File: config.mk
export PLATFORM = sky130hd
export DESIGN_NAME = pipe_stage_reg
export DESIGN_NICKNAME = d
export VERILOG_FILES = /design/src/rtl/pipe_stage_reg.sv
export SDC_FILE = /design/constraint.sdc
export NUM_CORES = 1
export LEC_CHECK = 0
export CAP_MARGIN = 20
export CORE_MARGIN = 8
export CORE_UTILIZATION = 40
export CTS_BUF_LIST = sky130_fd_sc_hd__clkbuf_2 sky130_fd_sc_hd__clkbuf_4 sky130_fd_sc_hd__clkbuf_8
export CTS_CLUSTER_DIAMETER = 150
export DETAILED_ROUTE_END_ITERATION = 12
export DONT_BUFFER_PORTS = 1
export HOLD_SLACK_MARGIN = 0.05
export PLACE_DENSITY = 0.58
export SYNTH_ARGS = -nofsm -noshare
export SYNTH_HDL_FRONTEND = slang
export SYNTH_SLANG_ARGS = --single-unit
File: constraint.sdc
create_clock -name clk -period 9.2 [get_ports clk]
set_clock_uncertainty 0.15 [all_clocks]
set_input_delay 0.92 -clock clk [delete_from_list [all_inputs] [get_ports clk]]
set_output_delay 0.92 -clock clk [all_outputs]
set_load 0.1 [all_outputs]
File: src/rtl/pipe_stage_reg.sv
`default_nettype none
// ============================================================================
//  Module   : pipe_stage_reg
//  Purpose  : Parametrised pipeline stage register with valid/ready handshake
//             and a 2-entry skid buffer (main + skid). Control fields are
//             zeroed on flush and masked when no beat is present, so a bubble
//             never asserts a downstream write enable. Data fields are held.
//             Saturating counters report downstream stall and bubble cycles.
//  Ports    :
//    clk, rst           clock / asynchronous active-high reset
//    flush              synchronous kill of all held beats (beats only)
//    stat_clr           synchronous clear of both counters
//    in_valid/in_ready  upstream handshake (in_ready is registered)
//    in_data/in_ctrl    upstream payload
//    out_valid/out_ready downstream handshake
//    out_data/out_ctrl  downstream payload (out_ctrl = 0 when !out_valid)
//    occupancy          beats held: 0, 1 or 2
//    stall_cycles       cycles with out_valid=1, out_ready=0 (saturating)
//    bubble_cycles      cycles with out_valid=0, out_ready=1 (saturating)
//  Revision : 1.0  initial release
// ============================================================================
module pipe_stage_reg #(
   parameter int DATA_W = 32,
   parameter int CTRL_W = 16,
   parameter int CNT_W  = 16
) (
   input  logic              clk,
   input  logic              rst,
   input  logic              flush,
   input  logic              stat_clr,
   input  logic              in_valid,
   output logic              in_ready,
   input  logic [DATA_W-1:0] in_data,
   input  logic [CTRL_W-1:0] in_ctrl,
   output logic              out_valid,
   input  logic              out_ready,
   output logic [DATA_W-1:0] out_data,
   output logic [CTRL_W-1:0] out_ctrl,
   output logic [1:0]        occupancy,
   output logic [CNT_W-1:0]  stall_cycles,
   output logic [CNT_W-1:0]  bubble_cycles
);

   // Encoding mirrors {main_valid, skid_valid}.
   typedef enum logic [1:0] {
      ST_EMPTY = 2'b00,
      ST_ONE   = 2'b10,
      ST_FULL  = 2'b11
   } state_t;

   localparam logic [CNT_W-1:0] C_CNT_MAX = '1;

   state_t              state_q,     state_d;
   logic [DATA_W-1:0]   main_data_q, main_data_d;
   logic [CTRL_W-1:0]   main_ctrl_q, main_ctrl_d;
   logic [DATA_W-1:0]   skid_data_q, skid_data_d;
   logic [CTRL_W-1:0]   skid_ctrl_q, skid_ctrl_d;
   logic                in_ready_q,  in_ready_d;
   logic [1:0]          occupancy_q, occupancy_d;
   logic [CNT_W-1:0]    stall_q,     stall_d;
   logic [CNT_W-1:0]    bubble_q,    bubble_d;

   logic w_main_valid;
   logic w_accept;
   logic w_deliver;

   assign w_main_valid = (state_q != ST_EMPTY);
   // in_ready_q is a registered copy of !skid_valid, so accept never depends
   // combinationally on out_ready.
   assign w_accept     = in_valid & in_ready_q;
   assign w_deliver    = w_main_valid & out_ready;

   // ------------------------------------------------------------------------
   // Next-state logic for the beat storage
   // ------------------------------------------------------------------------
   always_comb begin
      state_d     = state_q;
      main_data_d = main_data_q;
      main_ctrl_d = main_ctrl_q;
      skid_data_d = skid_data_q;
      skid_ctrl_d = skid_ctrl_q;

      if (flush) begin
         // Flush beats any handshake; data is kept, control is scrubbed.
         state_d     = ST_EMPTY;
         main_ctrl_d = '0;
         skid_ctrl_d = '0;
      end else begin
         case (state_q)
            ST_ONE: begin
               if (w_accept && w_deliver) begin
                  main_data_d = in_data;
                  main_ctrl_d = in_ctrl;
               end else if (w_accept) begin
                  skid_data_d = in_data;
                  skid_ctrl_d = in_ctrl;
                  state_d     = ST_FULL;
               end else if (w_deliver) begin
                  state_d     = ST_EMPTY;
               end
            end
            ST_FULL: begin
               // in_ready is low here, so only a delivery can happen.
               if (w_deliver) begin
                  main_data_d = skid_data_q;
                  main_ctrl_d = skid_ctrl_q;
                  state_d     = ST_ONE;
               end
            end
            default: begin
               if (w_accept) begin
                  main_data_d = in_data;
                  main_ctrl_d = in_ctrl;
                  state_d     = ST_ONE;
               end
            end
         endcase
      end

      in_ready_d = (state_d != ST_FULL);
      case (state_d)
         ST_ONE:  occupancy_d = 2'd1;
         ST_FULL: occupancy_d = 2'd2;
         default: occupancy_d = 2'd0;
      endcase
   end

   // ------------------------------------------------------------------------
   // Performance counters (independent of flush)
   // ------------------------------------------------------------------------
   always_comb begin
      stall_d  = stall_q;
      bubble_d = bubble_q;
      if (stat_clr) begin
         stall_d  = '0;
         bubble_d = '0;
      end else begin
         if (w_main_valid && !out_ready && (stall_q != C_CNT_MAX)) begin
            stall_d = stall_q + 1'b1;
         end
         if (!w_main_valid && out_ready && (bubble_q != C_CNT_MAX)) begin
            bubble_d = bubble_q + 1'b1;
         end
      end
   end

   // ------------------------------------------------------------------------
   // State registers
   // ------------------------------------------------------------------------
   always_ff @(posedge clk or posedge rst) begin
      if (rst) begin
         state_q     <= ST_EMPTY;
         main_data_q <= '0;
         main_ctrl_q <= '0;
         skid_data_q <= '0;
         skid_ctrl_q <= '0;
         in_ready_q  <= 1'b1;
         occupancy_q <= 2'd0;
         stall_q     <= '0;
         bubble_q    <= '0;
      end else begin
         state_q     <= state_d;
         main_data_q <= main_data_d;
         main_ctrl_q <= main_ctrl_d;
         skid_data_q <= skid_data_d;
         skid_ctrl_q <= skid_ctrl_d;
         in_ready_q  <= in_ready_d;
         occupancy_q <= occupancy_d;
         stall_q     <= stall_d;
         bubble_q    <= bubble_d;
      end
   end

   // ------------------------------------------------------------------------
   // Outputs
   // ------------------------------------------------------------------------
   assign in_ready      = in_ready_q;
   assign out_valid     = w_main_valid;
   assign out_data      = main_data_q;
   assign out_ctrl      = w_main_valid ? main_ctrl_q : '0;
   assign occupancy     = occupancy_q;
   assign stall_cycles  = stall_q;
   assign bubble_cycles = bubble_q;

endmodule
`default_nettype wire
==> results.cfg <==
[grt]
grt_pass1_wl_um = 24370
antenna_found_initial = 0
gr-total-overflow = 0
grt_pass1_vias = 4509
grt_usage_pct = 15.46
grt_start_max_net_pins = 74

[detailed_routing]
routed_wl_um = 15090
vias = 4393
first_pass_iters = 6
ant_nets = 0
routedWlPerCell_um = 18.62
drtIter0Drc = 205
drc_errors = 0
drt-vias-per-instance = 5.423

[layout]
fillers = 1425
mostFrequentLayoutCell = dfrtp_1
multi_input_area_mm2 = 0.002785
area_growth_pct = 10.89
final_nets = 642
seqCellArea_mm2 = 0.003329
layout-drive-gt1-share_pct = 17.86
final_cell_mix = dfrtp_1 (132), nand2_1 (84), mux2i_1 (52)
design_area_mm2 = 0.006942
stdcell_count = 810
antenna_cells = 0

[clocking]
cts_made_buffers = 17
post_cts_buffers = 0
cts_tree = done
root_buffer = clkbuf_8
cts.reportedPaths.clkPinSlew_ps = 70
cts_sinks = 133
clk_latency_ps = 440
cts_max_level = 4
cts.repair.resized = 0
cts_buffer_depth = 2
hold_buffers = 0

[sta]
worst_slew_pin_slew_ps = 1105
rsz0062_at_grt = false
setup_ws_ps = 5868
min_period_ps = 3332
finalSetupViolations = 0
finalHoldViolations = 0
slew_viol_final = 0
slew_headroom_pct = 26.36
setup_tns_ps = 0
fin_crit_sh_pct = 36.22
fmax_mhz = 300.1

[floorplanning]
coreArea_mm2 = 0.01526
dieWidth_um = 141.1
die_height_um = 141.1
dieArea_mm2 = 0.01991
rows = 45
start_util_pct = 41.03
pin_count = 138

[job]
max_cap_viol_count = 0

[worst_setup_path]
cp.depth = 3
cp-end-kind = primary output
path_class = flip-flop to primary output
crit_chain = nor2_2 > buf_16 > nor2b_2
path_max_fanout = 17
critical_path_buf_inv_count = 1
max_stage_delay_ps = 850
crit_end = out_ctrl[3]
cp_top_family = simple AND/OR/NAND/NOR gates
crit_slowest_cell = nor2b_2
r2r-start = bubble_cycles[11]
reg2reg_to = bubble_cycles[4]
r2r.worst_path.cells = 4
r2r_slack_ps = 6020
worstPathArrival_ps = 2260
cp-startpoint = state_q[0]
critical_path.startpoint_type = flip-flop
cp.required_ps = 8130

[place]
portBuffers = 0
placedCellCount = 776
place_area_mm2 = 0.006452
place.gp.congestion = 0.7724
dpl.hpwl_um = 10270
dpl_worst_slack_ps = 5916

[pwr]
powerDensity_mw_per_mm2 = 232.1
leakagePower_nw = 3.091
vdd_ir_drop_max_mv = 0.1365

[synthesis]
synth_seq_cells = 133
syn_avg_cell_area_um2 = 10.50
synthAdderAreaFrac_pct = 0.3998
syn_inst = 596
seq_area_frac_synth_pct = 53.19
netlist_area_mm2 = 0.006260
ys_types = 44
yosys-mux-area-fraction_pct = 15.51
synth-compound-area-share_pct = 10.39
synthSimpleGateAreaFrac_pct = 17.25
ys_warn_count = 0
synth_top_family_by_area = simple AND/OR/NAND/NOR gates
synth_xor_xnor_area_share_pct = 0
synth_fp_nets = 652

[min_path]
hold_class = primary input to asynchronous set/reset pin

[status]
outcome = completed
synthesized netlist by cell type:
master	count	area [um2]
a2111oi_0	1	8.760
a211oi_1	5	37.54
a21boi_1	1	7.510
a21oi_1	18	90.09
a221o_1	1	10.01
a311oi_1	17	148.9
a31oi_1	3	18.77
and2_1	2	12.51
and3_1	4	25.02
and4_1	3	26.28
buf_1	4	15.01
buf_2	10	50.05
buf_6	3	33.78
clkbuf_1	19	71.32
dfrtp_1	132	3303
dfstp_2	1	26.28
ha_1	2	25.02
inv_1	9	33.78
mux2_1	1	11.26
mux2_2	39	439.2
mux2i_1	52	520.5
nand2_1	85	319.1
nand2b_1	1	6.260
nand3_1	10	50.05
nand4_1	10	62.56
nand4b_1	1	8.760
nor2_1	50	187.7
nor2b_1	25	156.4
nor3_1	7	35.03
nor3_2	1	10.01
nor3b_1	2	15.01
nor4_1	3	18.77
nor4_2	2	25.02
nor4bb_1	1	10.01
o2111ai_1	1	8.760
o21ai_0	42	210.2
o21ba_2	2	20.02
o21bai_1	1	7.510
o311a_1	3	30.03
o31ai_1	7	52.55
or2_4	1	8.760
or3_1	5	31.28
or3b_4	1	11.26
or4_1	8	60.06
area by class of cell:
| cell class | count | area share, % |
|---|---|---|
| timing repair buffer | 7 | 1.226 |
| sequential | 133 | 47.96 |
| inverter | 9 | 0.5227 |
| tap | 211 | 3.803 |
| multi-input combinational | 418 | 40.12 |
| clock inverter | 9 | 2.163 |
| clock buffer | 23 | 4.200 |
state kept, by name, summed over array words and instances, names as in the netlist:
| register | flops |
|---|---|
| main_ctrl_q | 16 |
| occupancy | 2 |
| out_data | 32 |
| stall_cycles | 16 |
| bubble_cycles | 16 |
| state_q | 2 |
| in_ready | 1 |
| skid_data_q | 32 |
| skid_ctrl_q | 16 |
kinds of logic after synthesis:
family / count (synthesis)
simple gates: 222
fa+ha+maj: 2
compound gates: 102
mux: 92
buf+inv: 45
flops: 133
metrics by stage:
stage                     power (mW)  util [%]  hold WS [ps]
final                          1.611     45.49         332.9
after global routing           1.680     45.49         352.9
after CTS                      1.628     45.18         338.4
after detailed placement       1.083     42.29         331.6
after global placement         1.071     42.29         318.6
after floorplan                1.043         -         307.4
per-layer routing:
layer	vias to the layer above	GRT usage [%]	wire, um
met1	2168	17.32	6042
li1	2096	-	-
met2	119	24.40	7184
met5	-	0	0
met4	0	4.299	129
met3	10	9.251	1729
worst reg2reg max path, cell delays in order (launching register included):
cell and delay [ps]:
dfrtp_1 1030, nand4_1 480, nor4_2 960, nor3b_1 140, mux2_2 300
power breakdown:
group | leakage [nW] | total, mW | internal, mW | switching, mW
registers | 1.73 | 0.904 | 0.654 | 0.250
logic | 1.14 | 0.167 | 0.0673 | 0.0992
clock network | 0.224 | 0.541 | 0.321 | 0.220
worst min-delay path by stage:
stage                    start         endpoint  slack [ps]  cells past startpoint
2_1_floorplan  skid_data_q[24]  skid_data_q[24]         310                      1
3_3_place_gp   skid_data_q[24]  skid_data_q[24]         320                      1
3_5_place_dp   skid_data_q[24]  skid_data_q[24]         330                      1
4_1_cts                    rst      out_data[3]         340                      1
5_1_grt                  flush   main_ctrl_q[2]         350                      1
6_report                   rst      out_data[3]         330                      1
Note: power is estimated with default switching activity, not from simulation.
